[src/rtl/alarma.sv]
// Alarm block: a user-settable BCD alarm time, an edge-triggered match against
// the current time, and a ring/snooze state machine that drives a beeping buzzer.
module alarma #(
  parameter int T_SONAR    = 60,
  parameter int T_POSPONER = 300,
  parameter int CNT_W      = 9
) (
  input  logic       reloj,
  input  logic       reset,
  input  logic [3:0] c0,
  input  logic [3:0] c1,
  input  logic [3:0] c2,
  input  logic [3:0] c3,
  input  logic       buttonalarma,
  input  logic       pulm,
  input  logic       pulh,
  input  logic       activar,
  input  logic       snooze,
  input  logic       tick_seg,
  output logic [3:0] a0,
  output logic [3:0] a1,
  output logic [3:0] a2,
  output logic [3:0] a3,
  output logic       sonando,
  output logic       pospuesta,
  output logic       buzzer
);

  typedef enum logic [1:0] {INACTIVA, ESPERA, SONANDO, POSPUESTA} estado_t;

  localparam logic [CNT_W-1:0] CNT_UNO     = CNT_W'(1);
  localparam logic [CNT_W-1:0] FIN_SONAR   = CNT_W'(T_SONAR - 1);
  localparam logic [CNT_W-1:0] FIN_POSPONE = CNT_W'(T_POSPONER - 1);

  estado_t          estado, estado_d;
  logic [CNT_W-1:0] cnt, cnt_d;
  logic             buzz_q, buzz_d;
  logic             pulm_q, pulh_q, snooze_q, eq_q;
  logic             pulm_e, pulh_e, snooze_e;
  logic             eq, fire;

  assign pulm_e   = pulm & ~pulm_q;
  assign pulh_e   = pulh & ~pulh_q;
  assign snooze_e = snooze & ~snooze_q;

  assign eq   = ({c3, c2, c1, c0} == {a3, a2, a1, a0});
  assign fire = eq & ~eq_q & ~buttonalarma;

  // eq_q starts at 1 so a 00:00 clock at reset release is not a fresh match.
  // NOTE: sequential state uses non-blocking (<=) so every register samples pre-edge values.
  always_ff @(posedge reloj or posedge reset) begin
    if (reset) begin
      pulm_q   <= 1'b0;
      pulh_q   <= 1'b0;
      snooze_q <= 1'b0;
      eq_q     <= 1'b1;
    end else begin
      pulm_q   <= pulm;
      pulh_q   <= pulh;
      snooze_q <= snooze;
      eq_q     <= eq;
    end
  end

  // Minutes and hours wrap independently; a simultaneous hour press loses to minutes.
  always_ff @(posedge reloj or posedge reset) begin
    if (reset) begin
      a0 <= 4'd0;
      a1 <= 4'd0;
      a2 <= 4'd0;
      a3 <= 4'd0;
    end else if (buttonalarma) begin
      if (pulm_e) begin
        if (a0 == 4'd9) begin
          a0 <= 4'd0;
          a1 <= (a1 == 4'd5) ? 4'd0 : a1 + 4'd1;
        end else begin
          a0 <= a0 + 4'd1;
        end
      end else if (pulh_e) begin
        if (a3 == 4'd2 && a2 == 4'd3) begin
          a3 <= 4'd0;
          a2 <= 4'd0;
        end else if (a2 == 4'd9) begin
          a2 <= 4'd0;
          a3 <= a3 + 4'd1;
        end else begin
          a2 <= a2 + 4'd1;
        end
      end
    end
  end

  always_ff @(posedge reloj or posedge reset) begin
    if (reset) begin
      estado <= INACTIVA;
      cnt    <= '0;
      buzz_q <= 1'b0;
    end else begin
      estado <= estado_d;
      cnt    <= cnt_d;
      buzz_q <= buzz_d;
    end
  end

  // NOTE: defaults first so every path assigns every output and no latch is inferred.
  always_comb begin
    estado_d = estado;
    cnt_d    = cnt;
    buzz_d   = buzz_q;
    if (!activar) begin
      estado_d = INACTIVA;
    end else begin
      unique case (estado)
        INACTIVA: estado_d = ESPERA;
        ESPERA: begin
          if (fire) begin
            estado_d = SONANDO;
            cnt_d    = '0;
            buzz_d   = 1'b1;
          end
        end
        SONANDO: begin
          if (buttonalarma) begin
            estado_d = ESPERA;
          end else if (snooze_e) begin
            estado_d = POSPUESTA;
            cnt_d    = '0;
          end else if (tick_seg) begin
            cnt_d  = cnt + CNT_UNO;
            buzz_d = ~buzz_q;
            if (cnt == FIN_SONAR) estado_d = ESPERA;
          end
        end
        POSPUESTA: begin
          if (buttonalarma) begin
            estado_d = ESPERA;
          end else if (tick_seg) begin
            if (cnt == FIN_POSPONE) begin
              estado_d = SONANDO;
              cnt_d    = '0;
              buzz_d   = 1'b1;
            end else begin
              cnt_d = cnt + CNT_UNO;
            end
          end
        end
        default: estado_d = INACTIVA;
      endcase
    end
  end

  assign sonando   = (estado == SONANDO);
  assign pospuesta = (estado == POSPUESTA);
  assign buzzer    = sonando & buzz_q;

endmodule

[config.mk]
export PLATFORM = sky130hd
export DESIGN_NAME = alarma
export DESIGN_NICKNAME = d
export VERILOG_FILES = /design/src/rtl/alarma.sv
export SDC_FILE = /design/constraint.sdc
export NUM_CORES = 1
export LEC_CHECK = 0
export BUFFER_PORTS_ARGS = -buffer_cell sky130_fd_sc_hd__clkbuf_2
export CAP_MARGIN = 20
export CORE_AREA = 4 4 69 71
export CTS_CLUSTER_DIAMETER = 30
export DETAILED_ROUTE_END_ITERATION = 8
export DIE_AREA = 0 0 73 75
export GPL_TIMING_DRIVEN = 1
export MAX_ROUTING_LAYER = met4
export PLACE_DENSITY_LB_ADDON = 0.2
export SLEW_MARGIN = 40
export SYNTH_ARGS = -nofsm -noshare
export SYNTH_HDL_FRONTEND = slang
export SYNTH_SLANG_ARGS = --single-unit
[constraint.sdc]
create_clock -name reloj -period 2.03 [get_ports reloj]
set_input_delay 0.1015 -clock reloj [delete_from_list [all_inputs] [get_ports reloj]]
set_output_delay 0.1015 -clock reloj [all_outputs]
set_load 0.005 [all_outputs]
==> impl_metrics.tcl <==
set metrics [dict create \
    status "completed" \
    cap_violations 0 \
    post-dp-hpwl_mm 3.35 \
    row_count 24 \
    die_h_microns 75 \
    rsz0062_at_grt "false" \
    start_util_pct 47.3 \
    fin_setup_tns_ns 0 \
    cpLargestDelayFamily "compound AO/OA/AOI/OAI gates" \
    drive_above_1_share_pct 31.2 \
    diodes 0 \
    synthArstFlopShare_pct 100 \
    fin_crit_sh_pct 94.8 \
    finalInstanceArea_sq_um 2510 \
    synth.top_cell.area_share_pct 38.8 \
    seq_area_frac_synth_pct 40.1 \
    power.leakage_nw 1.19 \
    setup_viol 0 \
    path_buf_inv 0 \
    drt_first_iter_violations 90 \
    synth_nets 233 \
    worstReg2RegStart "a2[1]" \
    crit_type "reg2reg" \
    die_area_sq_um 5480 \
    finalHoldViolCount 0 \
    syn_inst 204 \
    finalCriticalPeriod_ns 1.92 \
    synth.distinct_cells 50 \
    endpoint_kind "flop" \
    worstPathRequired_ns 2.19 \
    h-tree-depth 2 \
    cp_max_fo 8 \
    clock.fmax_ghz 0.520 \
    grt_pass1_vias 1693 \
    hold_start "activar" \
    p_per_area_nw_per_um2 835 \
    power_mw 2.09 \
    hp-class "in2reg" \
    slew_headroom_pct 64.2 \
    port_buffers 42 \
    place.gp.congestion 0.812 \
    cpMaxStageDelayCell "or4b_4" \
    design.core.area_sq_um 4230 \
    synth_edf_count 0 \
    vias_per_cell 5.29 \
    synth_top_flop_cell "dfrtp_1" \
    ys_ff_latch 32 \
    cts_setup_buffers 0 \
    ant_nets 0 \
    die_w_microns 73 \
    min_path_cells 3 \
    wl_per_cell_microns 13.6 \
    grt_first_pass_wirelength_mm 7.65 \
    vdd_drop_max_v 0.000635 \
    rr_worst_depth 6 \
    grt_start_max_net_pins 33 \
    area_growth_pct 25.2 \
    critical_path.cell_chain "ha_1 > or4b_4 > o22ai_4 > a41oi_1 > o21ai_1 > o31ai_1" \
    drc_errors 0 \
    yosys.area.top_type "dfrtp_1" \
    cts_max_path_buffers 2 \
    gr-total-overflow 0 \
    clk_latency_ns 0.28 \
    n_fill_cell 369 \
    routed_wl_mm 4.37 \
    syn-cell-area_sq_um 2000 \
    rrSetupSlack_ns 0.11 \
    worst_path_largest_cell_delay_ns 0.50 \
    synth_top_cells_by_area "dfrtp_1 39%, xor2_1 7.4%, or3_1 4.1%" \
    holdWs_ns 0.0871 \
    via_count 1698 \
    firstDrtPassIters 4 \
    nets 297 \
    finClkSkew_ns 0.00361 \
    synth_area_per_cell_sq_um 9.81 \
    drv_slew 0 \
    io-pin-count 43 \
    worstSetupStartpointType "flop" \
    clock-sinks 32 \
    cts_tree "yes" \
    ys_warn_count 0 \
    dpl_cell_area_sq_um 2370 \
    worst_pin_slew_ns 0.533 \
    clk_pin_slew_worst_paths_ns 0.07 \
    antenna_found_initial 0 \
    numCtsBuffers 5 \
    crit_arrival_ns 2.09 \
    cts-root-buf "clkbuf_8" \
    reg2reg_to "a3[3]" \
    grt_usage_pct 18.7 \
    holdPathEnd "estado[0]" \
]
[where the power goes]
group / internal (mW) / switching [mW]
clock: 0.270 / 0.232
combinational: 0.360 / 0.354
sequential: 0.746 / 0.130
[how the worst max path moves through the flow]
stage,start,end,slack [ns],depth (start not counted)
after floorplan,a2[0],a2[0],0.18,5
after global placement,a2[0],a2[0],0.11,5
after detailed placement,a2[0],a3[3],0.05,6
after CTS,a2[0],a3[3],0.05,6
after global routing,a2[1],a3[3],0.004,6
final,a2[1],a3[3],0.11,6
[state kept, by name, indices dropped and copies added, names as in the netlist]
| signal | flops |
|---|---|
| pulm_q | 1 |
| a2 | 4 |
| a3 | 4 |
| a1 | 4 |
| pulh_q | 1 |
| cnt | 9 |
| buzz_q | 1 |
| a0 | 4 |
| eq_q | 1 |
| estado | 2 |
| snooze_q | 1 |
[metrics by stage]
stage,cells,worst slack [ns],util [%]
after floorplan,204,0.177,-
after global placement,309,0.110,55.9
after detailed placement,309,0.0494,55.9
after CTS,321,0.0507,59.0
after global routing,321,0.00405,59.2
final,321,0.106,59.2
[cells in the final DEF (no fill, tap or decap), types with 4 or more instances in the layout]
cell / count
nor2b_1: 7
o221ai_1: 5
clkbuf_2: 42
ha_1: 5
nor3_1: 4
clkbuf_8: 6
inv_1: 15
nand2_1: 16
nor2_1: 6
buf_4: 13
a21oi_1: 7
nand2b_1: 4
xor2_1: 17
o21ai_0: 12
dfrtp_1: 30
nand3_1: 5
dlygate4sd3_1: 4
or3_1: 13
[routing by layer]
| metal | vias up | global-route usage [%] | wire length [microns] |
|---|---|---|---|
| li1 | 870 | - | - |
| met1 | 779 | 23.7 | 2130 |
| met2 | 42 | 29.2 | 1990 |
| met3 | 7 | 3.60 | 188 |
| met4 | 0 | 7.99 | 54 |
| met5 | - | - | 0 |
[area by class of cell]
cell class | count | area [sq um] | area share, %
clock buffers | 6 | 82.6 | 3.29
inverters | 15 | 56.3 | 2.25
repair buffers | 59 | 348 | 13.9
flip-flops and latches | 32 | 803 | 32.0
multi-input cells | 155 | 1140 | 45.6
well taps | 52 | 65.1 | 2.59
clock inverters | 2 | 10.0 | 0.399
[worst register-to-register path: stages, from the launching register on]
cell	delay (ns)
dfrtp_1	0.43
ha_1	0.22
or4b_4	0.50
o22ai_4	0.27
a41oi_1	0.16
o21ai_1	0.14
o31ai_1	0.08
[Yosys cell counts (3+ instances only)]
| library cell | instances |
|---|---|
| nor2b_1 | 7 |
| xnor2_1 | 3 |
| ha_1 | 5 |
| nand4_1 | 3 |
| o211ai_1 | 3 |
| inv_1 | 15 |
| nor3_1 | 4 |
| nand4b_1 | 3 |
| dfrtp_1 | 31 |
| nor2_1 | 6 |
| o21ai_0 | 12 |
| nand3_1 | 5 |
| o221ai_1 | 5 |
| nand2b_1 | 4 |
| o21ai_1 | 3 |
| nand2_1 | 16 |
| xor2_1 | 17 |
| a21oi_1 | 7 |
| o31ai_1 | 3 |
| nor4_1 | 3 |
| or3_1 | 13 |
[cell families (layout without fill, tap and decap cells)]
kind of cell	count (synthesis)	count (layout)	synth area share, %
adder cells (fa/ha/maj)	5	5	3.13
multiplexers	6	6	3.44
buffers and inverters	17	82	3.25
XOR/XNOR	20	20	8.75
flip-flops	32	32	40.1
AND/OR/NAND/NOR	77	77	23.7
AO/OA/AOI/OAI	47	47	17.7
[repair_timing]
item                                    in CTS  in global routing
endpoints found under the hold margin       34                  0
gates resized for setup                      0                  2
endpoints found under the setup margin       0                  6
hold buffers                                 4                  0
Note: power is estimated with default switching activity, not from simulation.
